[config.mk]
export PLATFORM = sky130hd
export DESIGN_NAME = fetch_queue
export DESIGN_NICKNAME = d
export VERILOG_FILES = /design/src/rtl/fetch_queue.sv
export SDC_FILE = /design/constraint.sdc
export NUM_CORES = 1
export LEC_CHECK = 0
export CAP_MARGIN = 30
export CORE_MARGIN = 2
export CORE_UTILIZATION = 50
export CTS_CLUSTER_SIZE = 30
export DETAILED_ROUTE_END_ITERATION = 8
export HOLD_SLACK_MARGIN = 0.1
export PLACE_DENSITY = 0.79
export SYNTH_ARGS = -nofsm -noshare
export SYNTH_HDL_FRONTEND = slang
export SYNTH_SLANG_ARGS = --single-unit
[constraint.sdc]
create_clock -name clk -period 27.7 [get_ports clk]
set_clock_uncertainty 0.05 [all_clocks]
set_input_delay 2.77 -clock clk [delete_from_list [all_inputs] [get_ports clk]]
set_output_delay 2.77 -clock clk [all_outputs]
set_load 0.05 [all_outputs]
[src/rtl/fetch_queue.sv]
// fetch_queue: dual-wide in-order instruction queue between fetch and the two decode slots.
// Optional combinational empty-queue forwarding is enabled by defining FETCH_QUEUE_BYPASS_EN.

module fetch_queue_slot #(
  parameter int XLEN = 32
) (
  input  logic              vld,
  input  logic              byp,
  input  logic [2*XLEN-1:0] q_ent,
  input  logic [2*XLEN-1:0] in_ent,
  output logic [XLEN-1:0]   instr,
  output logic [XLEN-1:0]   pc
);
  logic [2*XLEN-1:0] ent;

  always_comb begin
    ent   = byp ? in_ent : q_ent;
    instr = '0;
    pc    = '0;
    // an empty slot presents an all-zero instruction, which decode treats as a bubble
    if (vld) begin
      instr = ent[2*XLEN-1:XLEN];
      pc    = ent[XLEN-1:0];
    end
  end
endmodule

module fetch_queue #(
  parameter int DEPTH = 8,
  parameter int XLEN  = 32
) (
  input  logic            clk,
  input  logic            rst_n,
  input  logic            flush,
  input  logic [1:0]      in_valid,
  input  logic [XLEN-1:0] in_instr0,
  input  logic [XLEN-1:0] in_instr1,
  input  logic [XLEN-1:0] in_pc0,
  input  logic [XLEN-1:0] in_pc1,
  output logic            in_ready,
  output logic [1:0]      out_valid,
  output logic [XLEN-1:0] out_instr0,
  output logic [XLEN-1:0] out_instr1,
  output logic [XLEN-1:0] out_pc0,
  output logic [XLEN-1:0] out_pc1,
  input  logic [1:0]      deq_cnt
);
  localparam int AW = $clog2(DEPTH);
  localparam int PW = AW + 1;

  typedef struct packed {
    logic [XLEN-1:0] instr;
    logic [XLEN-1:0] pc;
  } fq_ent_t;

  fq_ent_t              mem_q [DEPTH];
  logic [PW-1:0]        rd_ptr_q, rd_ptr_d;
  logic [PW-1:0]        wr_ptr_q, wr_ptr_d;
  logic [PW-1:0]        count;
  logic [1:0]           enq_n, deq_n, avail;
  logic [1:0]           q_vld;
  logic                 byp;
  logic [AW-1:0]        ra0, ra1, wa0, wa1;
  logic [1:0][2*XLEN-1:0] q_ent, in_ent;
  logic [1:0][XLEN-1:0] slot_instr, slot_pc;

  assign count    = wr_ptr_q - rd_ptr_q;
  assign in_ready = (count <= PW'(DEPTH - 2));

`ifdef FETCH_QUEUE_BYPASS_EN
  assign byp = (count == '0) && !flush;
`else
  assign byp = 1'b0;
`endif

  assign ra0 = rd_ptr_q[AW-1:0];
  assign ra1 = rd_ptr_q[AW-1:0] + AW'(1);
  assign wa0 = wr_ptr_q[AW-1:0];
  assign wa1 = wr_ptr_q[AW-1:0] + AW'(1);

  assign q_vld[0] = (count >= PW'(1));
  assign q_vld[1] = (count >= PW'(2));

  assign q_ent[0]  = mem_q[ra0];
  assign q_ent[1]  = mem_q[ra1];
  assign in_ent[0] = {in_instr0, in_pc0};
  assign in_ent[1] = {in_instr1, in_pc1};

  always_comb begin
    out_valid = q_vld;
    // 2'b10 from fetch is illegal; squash it so decode never sees a hole in slot 0
    if (byp) out_valid = {in_valid[1] & in_valid[0], in_valid[0]};
    avail = out_valid[1] ? 2'd2 : (out_valid[0] ? 2'd1 : 2'd0);
    deq_n = (deq_cnt > avail) ? avail : deq_cnt;
    enq_n = 2'd0;
    if (in_ready && !flush && in_valid[0]) enq_n = in_valid[1] ? 2'd2 : 2'd1;
  end

  genvar s;
  generate
    for (s = 0; s < 2; s++) begin : g_slot
      fetch_queue_slot #(.XLEN(XLEN)) u_slot (
        .vld    (out_valid[s]),
        .byp    (byp),
        .q_ent  (q_ent[s]),
        .in_ent (in_ent[s]),
        .instr  (slot_instr[s]),
        .pc     (slot_pc[s])
      );
    end
  endgenerate

  assign out_instr0 = slot_instr[0];
  assign out_instr1 = slot_instr[1];
  assign out_pc0    = slot_pc[0];
  assign out_pc1    = slot_pc[1];

  // Forwarded entries are written and then skipped by rd_ptr in the same edge,
  // so the bypass case needs no separate write path.
  always_comb begin
    rd_ptr_d = rd_ptr_q + PW'(deq_n);
    wr_ptr_d = wr_ptr_q + PW'(enq_n);
    if (flush) begin
      rd_ptr_d = wr_ptr_q;
      wr_ptr_d = wr_ptr_q;
    end
  end

  always_ff @(posedge clk or negedge rst_n) begin
    if (!rst_n) begin
      rd_ptr_q <= '0;
      wr_ptr_q <= '0;
    end else begin
      rd_ptr_q <= rd_ptr_d;
      wr_ptr_q <= wr_ptr_d;
    end
  end

  always_ff @(posedge clk) begin
    if (enq_n != 2'd0) mem_q[wa0] <= in_ent[0];
    if (enq_n == 2'd2) mem_q[wa1] <= in_ent[1];
  end

`ifndef SYNTHESIS
  always_ff @(posedge clk) begin
    if (rst_n && !flush) begin
      assert (deq_cnt <= avail)
        else $error("fetch_queue: deq_cnt %0d exceeds available %0d", deq_cnt, avail);
      assert (in_valid != 2'b10)
        else $error("fetch_queue: in_valid=10 from fetch");
    end
  end
`endif
endmodule

==> impl_metrics.csv, run 1 <==
group,metric,value,unit
logic_synthesis,yosys-top-cells-count,"512 x edfxtp_1, 464 x mux2_2, 263 x nand2_1",
floorplanning,die_area,0.06274,mm2
floorplanning,fp.dieH,250.5,um
cts,cts_tree,"done",
setup_path,critical_path.top_delay_family,"buffers and inverters",
place,dp_hpwl,51040,um
place,placedInstanceArea,0.03385,mm2
setup_path,end_kind,"output port",
cts,ctsLongestPathBuffers,3,
detailed_routing,ant_nets,0,
cts,clock-sinks,520,
sta,drv_slew,0,
detailed_routing,drc,0,
floorplanning,core-area,0.06025,mm2
cts,postCtsSetupRepairBufs,0,
floorplanning,io_pins,266,
detailed_routing,routed_wl,89460,um
logic_synthesis,syn-num-nets,2085,
sta,worst_pin_slew,0.9923,ns
grt,antenna_found_initial,18,
sta,period_needed,8.362,ns
grt,use_met1,0.3774,
grt,grt-ovfl-total,0,
detailed_routing,wl_per_cell,29.97,um
final_layout,n_fill_cell,4487,
min_path,hold_class,"register to register",
detailed_routing,firstDrtPassIters,5,
logic_synthesis,syn_area,0.03038,mm2
cts,clock_latency,0.62,ns
final_layout,stdcell_area,0.03573,mm2
logic_synthesis,synth-async-reset-ratio,0.01538,
detailed_routing,drt_iter0_markers,2122,
logic_synthesis,ys_seq_elements,520,
cts,clkTransAtPathRegs,0.06,ns
final_layout,seq_area,0.01559,mm2
sta,post-route-period-util,0.3019,
sta,timing.fmax,0.1196,GHz
setup_path,slowest_delay,0.74,ns
logic_synthesis,synth_most_common_cell,"edfxtp_1",
logic_synthesis,synth_warnings,0,
logic_synthesis,netlist_top_cells_area,"edfxtp_1 51%, mux4_2 19%, mux2_2 17%",
sta,final.setup.tns,0,ns
logic_synthesis,synth_edf_count,512,
setup_path,crit_top_cell,"a21oi_1",
cts,numCtsBuffers,55,
final_layout,multi_input_area,0.01420,mm2
setup_path,slowest_stage,"and4b_4",
logic_synthesis,netlist.top_cell.by_area,"edfxtp_1",
setup_path,cp-start-kind,"register",
final_layout,drive_gt1_frac,0.4185,
grt,grt_max_degree,60,
sta,setup_ws,19.34,ns
sta,finalHoldViolCount,0,
logic_synthesis,synth.distinct_cells,40,
floorplanning,die_w,250.5,um
setup_path,cp.required,24.88,ns
floorplanning,initial_core_util,0.5042,
logic_synthesis,synth.top_cell.area_share,0.5061,
detailed_routing,routed-via-count,19660,
cts,cts_resized,0,
flow_run,maxCapViolCount,0,
grt,grt_util_all_layers,0.2848,
grt,grt_pass1_wl,131900,um
final_layout,fin_nets,2295,
cts,holdBufCountCts,0,
sta,relSlewSlack,0.3385,
cts,clock_tree.root_cell,"clkbuf_16",
floorplanning,row_count,90,
detailed_routing,routed_via_density,6.585,
grt,grt_busiest_layer,"met2",
grt,use_met3,0.04884,
setup_path,path_cells,"inv_2, ha_1, a21oi_1, a21oi_1, and4b_4, and2_4, buf_4, a21oi_1, clkdlybuf4s50_1",
cts,h-tree-depth,2,
sta,setup_violations,0,
setup_path,path_class,"register to output port",
grt,grt_pass1_vias,20620,
sta,rsz0062_at_grt,"no",
run_status,outcome,"completed",
logic_synthesis,netlist_instances,1935,
place,gp_congestion,0.8168,
setup_path,crit_fanout,33,
setup_path,critPathBufInv,3,
logic_synthesis,ys.flop_type,"edfxtp_1",
setup_path,cp.arrival,5.54,ns
final_layout,area_growth,17.62,%
place,dp_slack,19.98,ns
grt,gr-usage-met2,0.4685,
logic_synthesis,avgSynthCellArea,15.70,um2
place,io_buffers,265,
logic_synthesis,ys_seq_area_frac,0.5127,
## layer usage
layer  part of all wire  wire length, um  vias up
met5            0.00040               36        -
met4              0.034             3056        6
met3              0.091             8169      177
met2               0.49            44060     1115
met1               0.38            34140    10160
li1                   -                -     8197
## sequential cells by signal (all words and copies together), names as in the netlist
name,flops
wr_ptr_q,4
mem_q,512
rd_ptr_q,4
## cells by family (layout without fill, tap and decap cells)
group	count (synthesis)	after routing	share of synthesized area
muxes	771	771	0.3867
DFF	520	520	0.5127
and+or+nand+nor	300	300	0.03946
AOI/OAI and AO/OA	147	147	0.02525
adders and majority gates	15	15	0.006920
buffers and inverters	171	425	0.02582
other	0	14	0
xor gates and xnor gates	11	11	0.003171
## worst reg2reg max path: cells and delay by family, from the launching register on
| kind | cells | cell delay (ns) |
|---|---|---|
| and+or+nand+nor | 2 | 1.49 |
| buffers and inverters | 3 | 1.95 |
| AOI/OAI and AO/OA | 3 | 0.56 |
| DFF | 1 | 0.67 |
| adders and majority gates | 1 | 0.41 |
## placed cells by master (no fill, tap or decap), types with 10 or more instances in the layout
cell type / count
ha_1: 11
diode_2: 14
a21oi_1: 133
clkbuf_16: 57
mux2_4: 49
clkdlybuf4s50_1: 265
clkbuf_1: 12
clkinv_2: 10
mux2_2: 464
clkinv_1: 14
inv_1: 11
nand2_1: 263
mux4_2: 256
buf_4: 40
edfxtp_1: 512
## layout make-up
class | instances | area share
flip-flops and latches | 520 | 0.4362
well taps | 782 | 0.02738
clock buffers | 69 | 0.04118
repair buffers | 312 | 0.08783
diodes | 14 | 0.0009805
clock inverters | 32 | 0.007704
inverters | 12 | 0.001261
multi-input cells | 1244 | 0.3974
## final timing paths
check,slack [ns],from,cells past startpoint,end
hold / removal,0.56,wr_ptr_q[3]$_DFFE_PN0N_,2,rd_ptr_q[3]$_DFF_PN0_
setup reg to reg,22.13,rd_ptr_q[2]$_DFF_PN0_,9,mem_q[2][20]$_DFFE_PP_
hold reg to reg,0.56,wr_ptr_q[3]$_DFFE_PN0N_,2,rd_ptr_q[3]$_DFF_PN0_
max in group asynchronous,24.89,rst_n,1,rd_ptr_q[2]$_DFF_PN0_
min in group asynchronous,2.39,rst_n,1,wr_ptr_q[0]$_DFFE_PN0N_
setup / recovery,19.34,rd_ptr_q[2]$_DFF_PN0_,9,out_instr0[28]
## through the flow
stage	utilization	hold WS [ns]	std cells
2_1_floorplan	-	0.4927	1935
3_3_place_gp	0.5604	0.5187	2863
3_5_place_dp	0.5618	0.5467	2866
4_1_cts	0.5908	0.5558	2967
5_1_grt	0.5930	0.5903	2984
6_report	0.5931	0.5596	2985
Power of run 1 is not shown: default switching activity piles up to over one toggle a cycle in this logic, so the estimate is an artifact.
==> run 2, diff against run 1 <==
- clock period: 27.7 -> 7.8 ns (I/O delays scaled with it)
==> run 2 against run 1 <==
  * Via count increased by 0.41%
  * Global-route usage decreased by 0.97 points
  * First-iteration DRC count decreased by 10%
==> impl_metrics.csv, run 2 (synthesis results as in run 1) <==
group,metric,value,unit
grt,grt-ovfl-total,0,
cts,clock_latency,0.61,ns
grt,grt_pass1_wl,128600,um
detailed_routing,firstDrtPassIters,5,
final_layout,drive_gt1_frac,0.4143,
flow_run,maxCapViolCount,0,
setup_path,slowest_delay,0.87,ns
sta,period_needed,5.746,ns
sta,timing.fmax,0.1740,GHz
detailed_routing,routed_via_density,6.637,
sta,worst_pin_slew,1.010,ns
cts,h-tree-depth,2,
floorplanning,fp.dieH,250.5,um
floorplanning,die_area,0.06274,mm2
setup_path,cp-start-kind,"register",
place,dp_hpwl,51580,um
setup_path,critical_path.top_delay_family,"simple AND/OR/NAND/NOR gates",
final_layout,fin_nets,2290,
cts,postCtsSetupRepairBufs,0,
setup_path,path_class,"register to output port",
cts,clock_tree.root_cell,"clkbuf_16",
floorplanning,initial_core_util,0.5042,
place,gp_congestion,0.8763,
grt,antenna_found_initial,14,
min_path,hold_class,"input port to async pin",
detailed_routing,highest_layer,"met5",
floorplanning,io_pins,266,
cts,cts_resized,0,
detailed_routing,ant_nets,0,
sta,relSlewSlack,0.3251,
detailed_routing,drc,0,
grt,grt_max_degree,144,
detailed_routing,drt_iter0_markers,1905,
sta,rsz0062_at_grt,"no",
floorplanning,die_w,250.5,um
cts,numCtsBuffers,54,
setup_path,cp.arrival,4.92,ns
final_layout,final_cell_mix,"512 x edfxtp_1, 464 x mux2_2, 265 x clkdlybuf4s50_1, 263 x nand2_1, 256 x mux4_2",
setup_path,cp.required,6.97,ns
sta,finalHoldViolCount,0,
floorplanning,row_count,90,
final_layout,area_growth,17.12,%
cts,cts_tree,"done",
cts,clock-sinks,520,
detailed_routing,routed-via-count,19740,
detailed_routing,routed_wl,86960,um
cts,holdBufCountCts,0,
final_layout,final_common_cell,"edfxtp_1",
detailed_routing,wl_met2,42380,um
run_status,outcome,"completed",
detailed_routing,drt-met1-wl,32360,um
detailed_routing,dr_wl_met3,8140,um
cts,clkTransAtPathRegs,0.06,ns
final_layout,n_fill_cell,4472,
sta,post-route-period-util,0.7366,
final_layout,multi_input_area,0.01420,mm2
final_layout,largest_register_ffs,512,
setup_path,end_kind,"output port",
final_layout,fin_util,0.5906,
floorplanning,core-area,0.06025,mm2
setup_path,crit_fanout,65,
place,io_buffers,265,
grt,grt_pass1_vias,20520,
sta,drv_slew,0,
detailed_routing,wl_per_cell,29.24,um
setup_path,critPathBufInv,1,
cts,ctsLongestPathBuffers,3,
final_layout,top_register,"mem_q",
final_layout,seq_area,0.01559,mm2
sta,setup_violations,0,
setup_path,path_cells,"ha_1, fa_1, xor2_1, and4b_4, and2_4, a21oi_1, clkdlybuf4s50_1",
grt,grt_util_all_layers,0.2751,
setup_path,slowest_stage,"and2_4",
final_layout,top_regs,"mem_q: 512 flops, rd_ptr_q: 4 flops, wr_ptr_q: 4 flops",
[run 2: path summary, 6_finish.rpt]
check | startpoint | end | slack [ns] | cells after the start
min | rst_n | wr_ptr_q[2]$_DFFE_PN0N_ | 0.40 | 1
max in group asynchronous | rst_n | rd_ptr_q[0]$_DFF_PN0_ | 6.98 | 1
max | rd_ptr_q[0]$_DFF_PN0_ | out_pc0[2] | 2.05 | 7
min in group clk | rd_ptr_q[3]$_DFF_PN0_ | rd_ptr_q[3]$_DFF_PN0_ | 0.56 | 2
min reg2reg | rd_ptr_q[3]$_DFF_PN0_ | rd_ptr_q[3]$_DFF_PN0_ | 0.56 | 2
max reg2reg | rd_ptr_q[0]$_DFF_PN0_ | mem_q[4][21]$_DFFE_PP_ | 2.92 | 9
[run 2: metrics by stage]
stage	setup TNS (ns)	worst slack, ns	cells	hold WS (ns)	instance area (um2)
final	0	2.054	2974	0.4018	35580
after global routing	0	1.824	2971	0.4253	35570
after CTS	0	1.917	2962	0.3902	35510
after detailed placement	0	2.578	2864	0.5445	33860
after global placement	0	2.672	2861	0.5202	33780
after floorplan	-343.79	-1.791	1935	0.4344	30380
[run 2: area by class of cell]
type                    instances  share of cell area
clock buffers                  73             0.04178
well taps                     782             0.02750
repair buffers                308             0.08708
inverters                      12            0.001266
clock inverters                25            0.004466
flip-flops and latches        520              0.4381
multi-input cells            1244              0.3991
diodes                         10           0.0007034
[run 2: worst reg2reg max path, cell delays in order (launching register included)]
cell      delay (ns)
dfrtp_4         0.78
ha_1            0.40
fa_1            0.52
nor2_1          0.08
a211oi_1        0.77
nand2_1         0.16
nor4_2          0.23
buf_4           0.47
buf_4           0.73
mux2_2          0.45
[run 2: metal layers]
metal | track usage | vias to the layer above
met2 | 0.4470 | 1080
met4 | 0.1316 | 10
met5 | 0 | -
li1 | - | 8179
met3 | 0.05653 | 228
met1 | 0.3560 | 10240
Power of run 2 is left out for the same reason.
==> run 3, diff against run 2 <==
- clock period: 7.8 -> 5.7 ns (I/O delays scaled with it)
==> run 3 against run 2 <==
  * Utilization grew 0.26 points
  * Wire length grew 1.6%
  * Die area is the same
  * Global-route usage grew 0.68 points
  * Critical path depth grew 1
  * Hold slack lost 0.21 ns
  * Largest cell class unchanged
==> impl_metrics.csv, run 3 (synthesis results as in run 1) <==
group,metric,value,unit
detailed_routing,drc,0,
grt,antenna_found_initial,15,
cts,cts_resized,0,
cts,clock_tree.root_cell,"clkbuf_16",
sta,setup_violations,0,
floorplanning,row_count,90,
detailed_routing,firstDrtPassIters,6,
setup_path,crit_fanout,34,
sta,finalHoldViolCount,0,
setup_path,cp-start-kind,"register",
detailed_routing,wl_per_cell,29.61,um
final_layout,instances_no_fill,2985,
final_layout,n_fill_cell,4468,
run_status,outcome,"completed",
cts,postCtsSetupRepairBufs,0,
setup_path,path_cells,"inv_1, fa_1, xor2_1, and4b_2, buf_4, buf_16, a21oi_1, clkdlybuf4s50_1",
sta,rsz0062_at_grt,"no",
setup_path,ff2ff_path_depth,7,
sta,relSlewSlack,0.2951,
cts,numCtsBuffers,55,
detailed_routing,routed-via-count,19640,
grt,grt_max_degree,65,
floorplanning,io_pins,266,
final_layout,top_regs,"mem_q: 512 flops, rd_ptr_q: 4 flops, wr_ptr_q: 4 flops",
grt,grt_pass1_vias,20770,
place,gp_congestion,0.8101,
setup_path,cp.required,5.08,ns
sta,drv_slew,0,
floorplanning,initial_core_util,0.5042,
final_layout,drive_gt1_frac,0.4365,
grt,grt_util_all_layers,0.2819,
final_layout,fin_nets,2301,
detailed_routing,routed_wl,88380,um
grt,grt-ovfl-total,0,
detailed_routing,drt_iter0_markers,2019,
cts,h-tree-depth,2,
final_layout,top_register,"mem_q",
setup_path,slowest_delay,0.88,ns
cts,cts_tree,"done",
detailed_routing,routed_via_density,6.581,
floorplanning,fp.dieH,250.5,um
final_layout,final_common_cell,"edfxtp_1",
flow_run,maxCapViolCount,0,
place,dp_hpwl,50070,um
setup_path,path_class,"register to output port",
sta,post-route-period-util,0.8710,
final_layout,largest_register_ffs,512,
min_path,hold_class,"input port to async pin",
place,io_buffers,265,
floorplanning,die_area,0.06274,mm2
detailed_routing,ant_nets,0,
sta,timing.fmax,0.2014,GHz
final_layout,final_cell_mix,"512 x edfxtp_1, 464 x mux2_2, 263 x nand2_1, 256 x mux4_2, 230 x clkdlybuf4s50_1",
floorplanning,die_w,250.5,um
setup_path,slowest_stage,"clkdlybuf4s50_1",
cts,clock-sinks,520,
sta,worst_pin_slew,1.057,ns
final_layout,area_growth,17.64,%
cts,clock_latency,0.61,ns
sta,period_needed,4.965,ns
floorplanning,core-area,0.06025,mm2
cts,clkTransAtPathRegs,0.06,ns
place,dp.cells,2874,
cts,ctsLongestPathBuffers,3,
grt,grt_pass1_wl,131600,um
setup_path,end_kind,"output port",
cts,holdBufCountCts,0,
setup_path,cp.arrival,4.34,ns
run 3: cell types whose count changed in the layout (fill, tap and decap cells not counted), moves of 2 or more:
cell / delta
buf_4: +39
clkdlybuf4s50_1: -35
clkinv_1: -6
buf_12: +5
bufinv_16: +4
clkinv_2: +4
clkbuf_1: -3
diode_2: +3
o41ai_2: -3
o41ai_4: +3
clkbuf_16: -2
run 3: through the flow:
step	worst slack, ns	hold WS (ns)	TNS, ns	util	cell area (um2)
after floorplan	-0.8394	0.2244	-197.61	-	30410
after global placement	1.195	0.5133	0	0.5626	33900
after detailed placement	1.304	0.5373	0	0.5633	33940
after CTS	0.6834	0.1717	0	0.5917	35650
after global routing	0.5325	0.2038	0	0.5930	35730
final	0.7350	0.1915	0	0.5932	35740
run 3: final cells by class:
class / instances / area, um2 / share of cell area
Sequential cell: 520 / 15580 / 0.4361
Multi-Input combinational cell: 1244 / 14230 / 0.3982
Clock buffer: 68 / 1425 / 0.03988
Inverter: 12 / 45.04 / 0.001260
Tap cell: 782 / 978.4 / 0.02738
Timing Repair Buffer: 318 / 3156 / 0.08830
Clock inverter: 28 / 285.3 / 0.007983
Antenna cell: 13 / 32.53 / 0.0009103
run 3: path summary, 6_finish.rpt:
path                                          from                 endpoint  slack (ns)
max                        wr_ptr_q[1]$_DFFE_PN0N_           out_instr1[31]        0.74
min in group clk           wr_ptr_q[3]$_DFFE_PN0N_  wr_ptr_q[3]$_DFFE_PN0N_        0.54
max in group asynchronous                    rst_n    rd_ptr_q[1]$_DFF_PN0_        5.11
min                                          rst_n    rd_ptr_q[0]$_DFF_PN0_        0.19
max reg2reg                wr_ptr_q[1]$_DFFE_PN0N_   mem_q[6][42]$_DFFE_PP_        1.29
min reg2reg                wr_ptr_q[3]$_DFFE_PN0N_  wr_ptr_q[3]$_DFFE_PN0N_        0.54
run 3: critical path, delay by kind of cell (launching register included):
| family | cells | cell delay, ns |
|---|---|---|
| XOR/XNOR | 1 | 0.18 |
| adder cells (fa/ha/maj) | 1 | 0.53 |
| flip-flops | 1 | 0.55 |
| buffers and inverters | 4 | 1.79 |
| AND/OR/NAND/NOR | 1 | 0.29 |
| AO/OA/AOI/OAI | 1 | 0.35 |
run 3: metal layers:
layer / track usage / share of wire / wire [um]
met4: 0.1028 / 0.033 / 2907
met3: 0.05456 / 0.087 / 7664
met1: 0.3622 / 0.38 / 33340
met2: 0.4782 / 0.50 / 44410
met5: 0 / 0.00064 / 57
Power of run 3 is left out for the same reason.
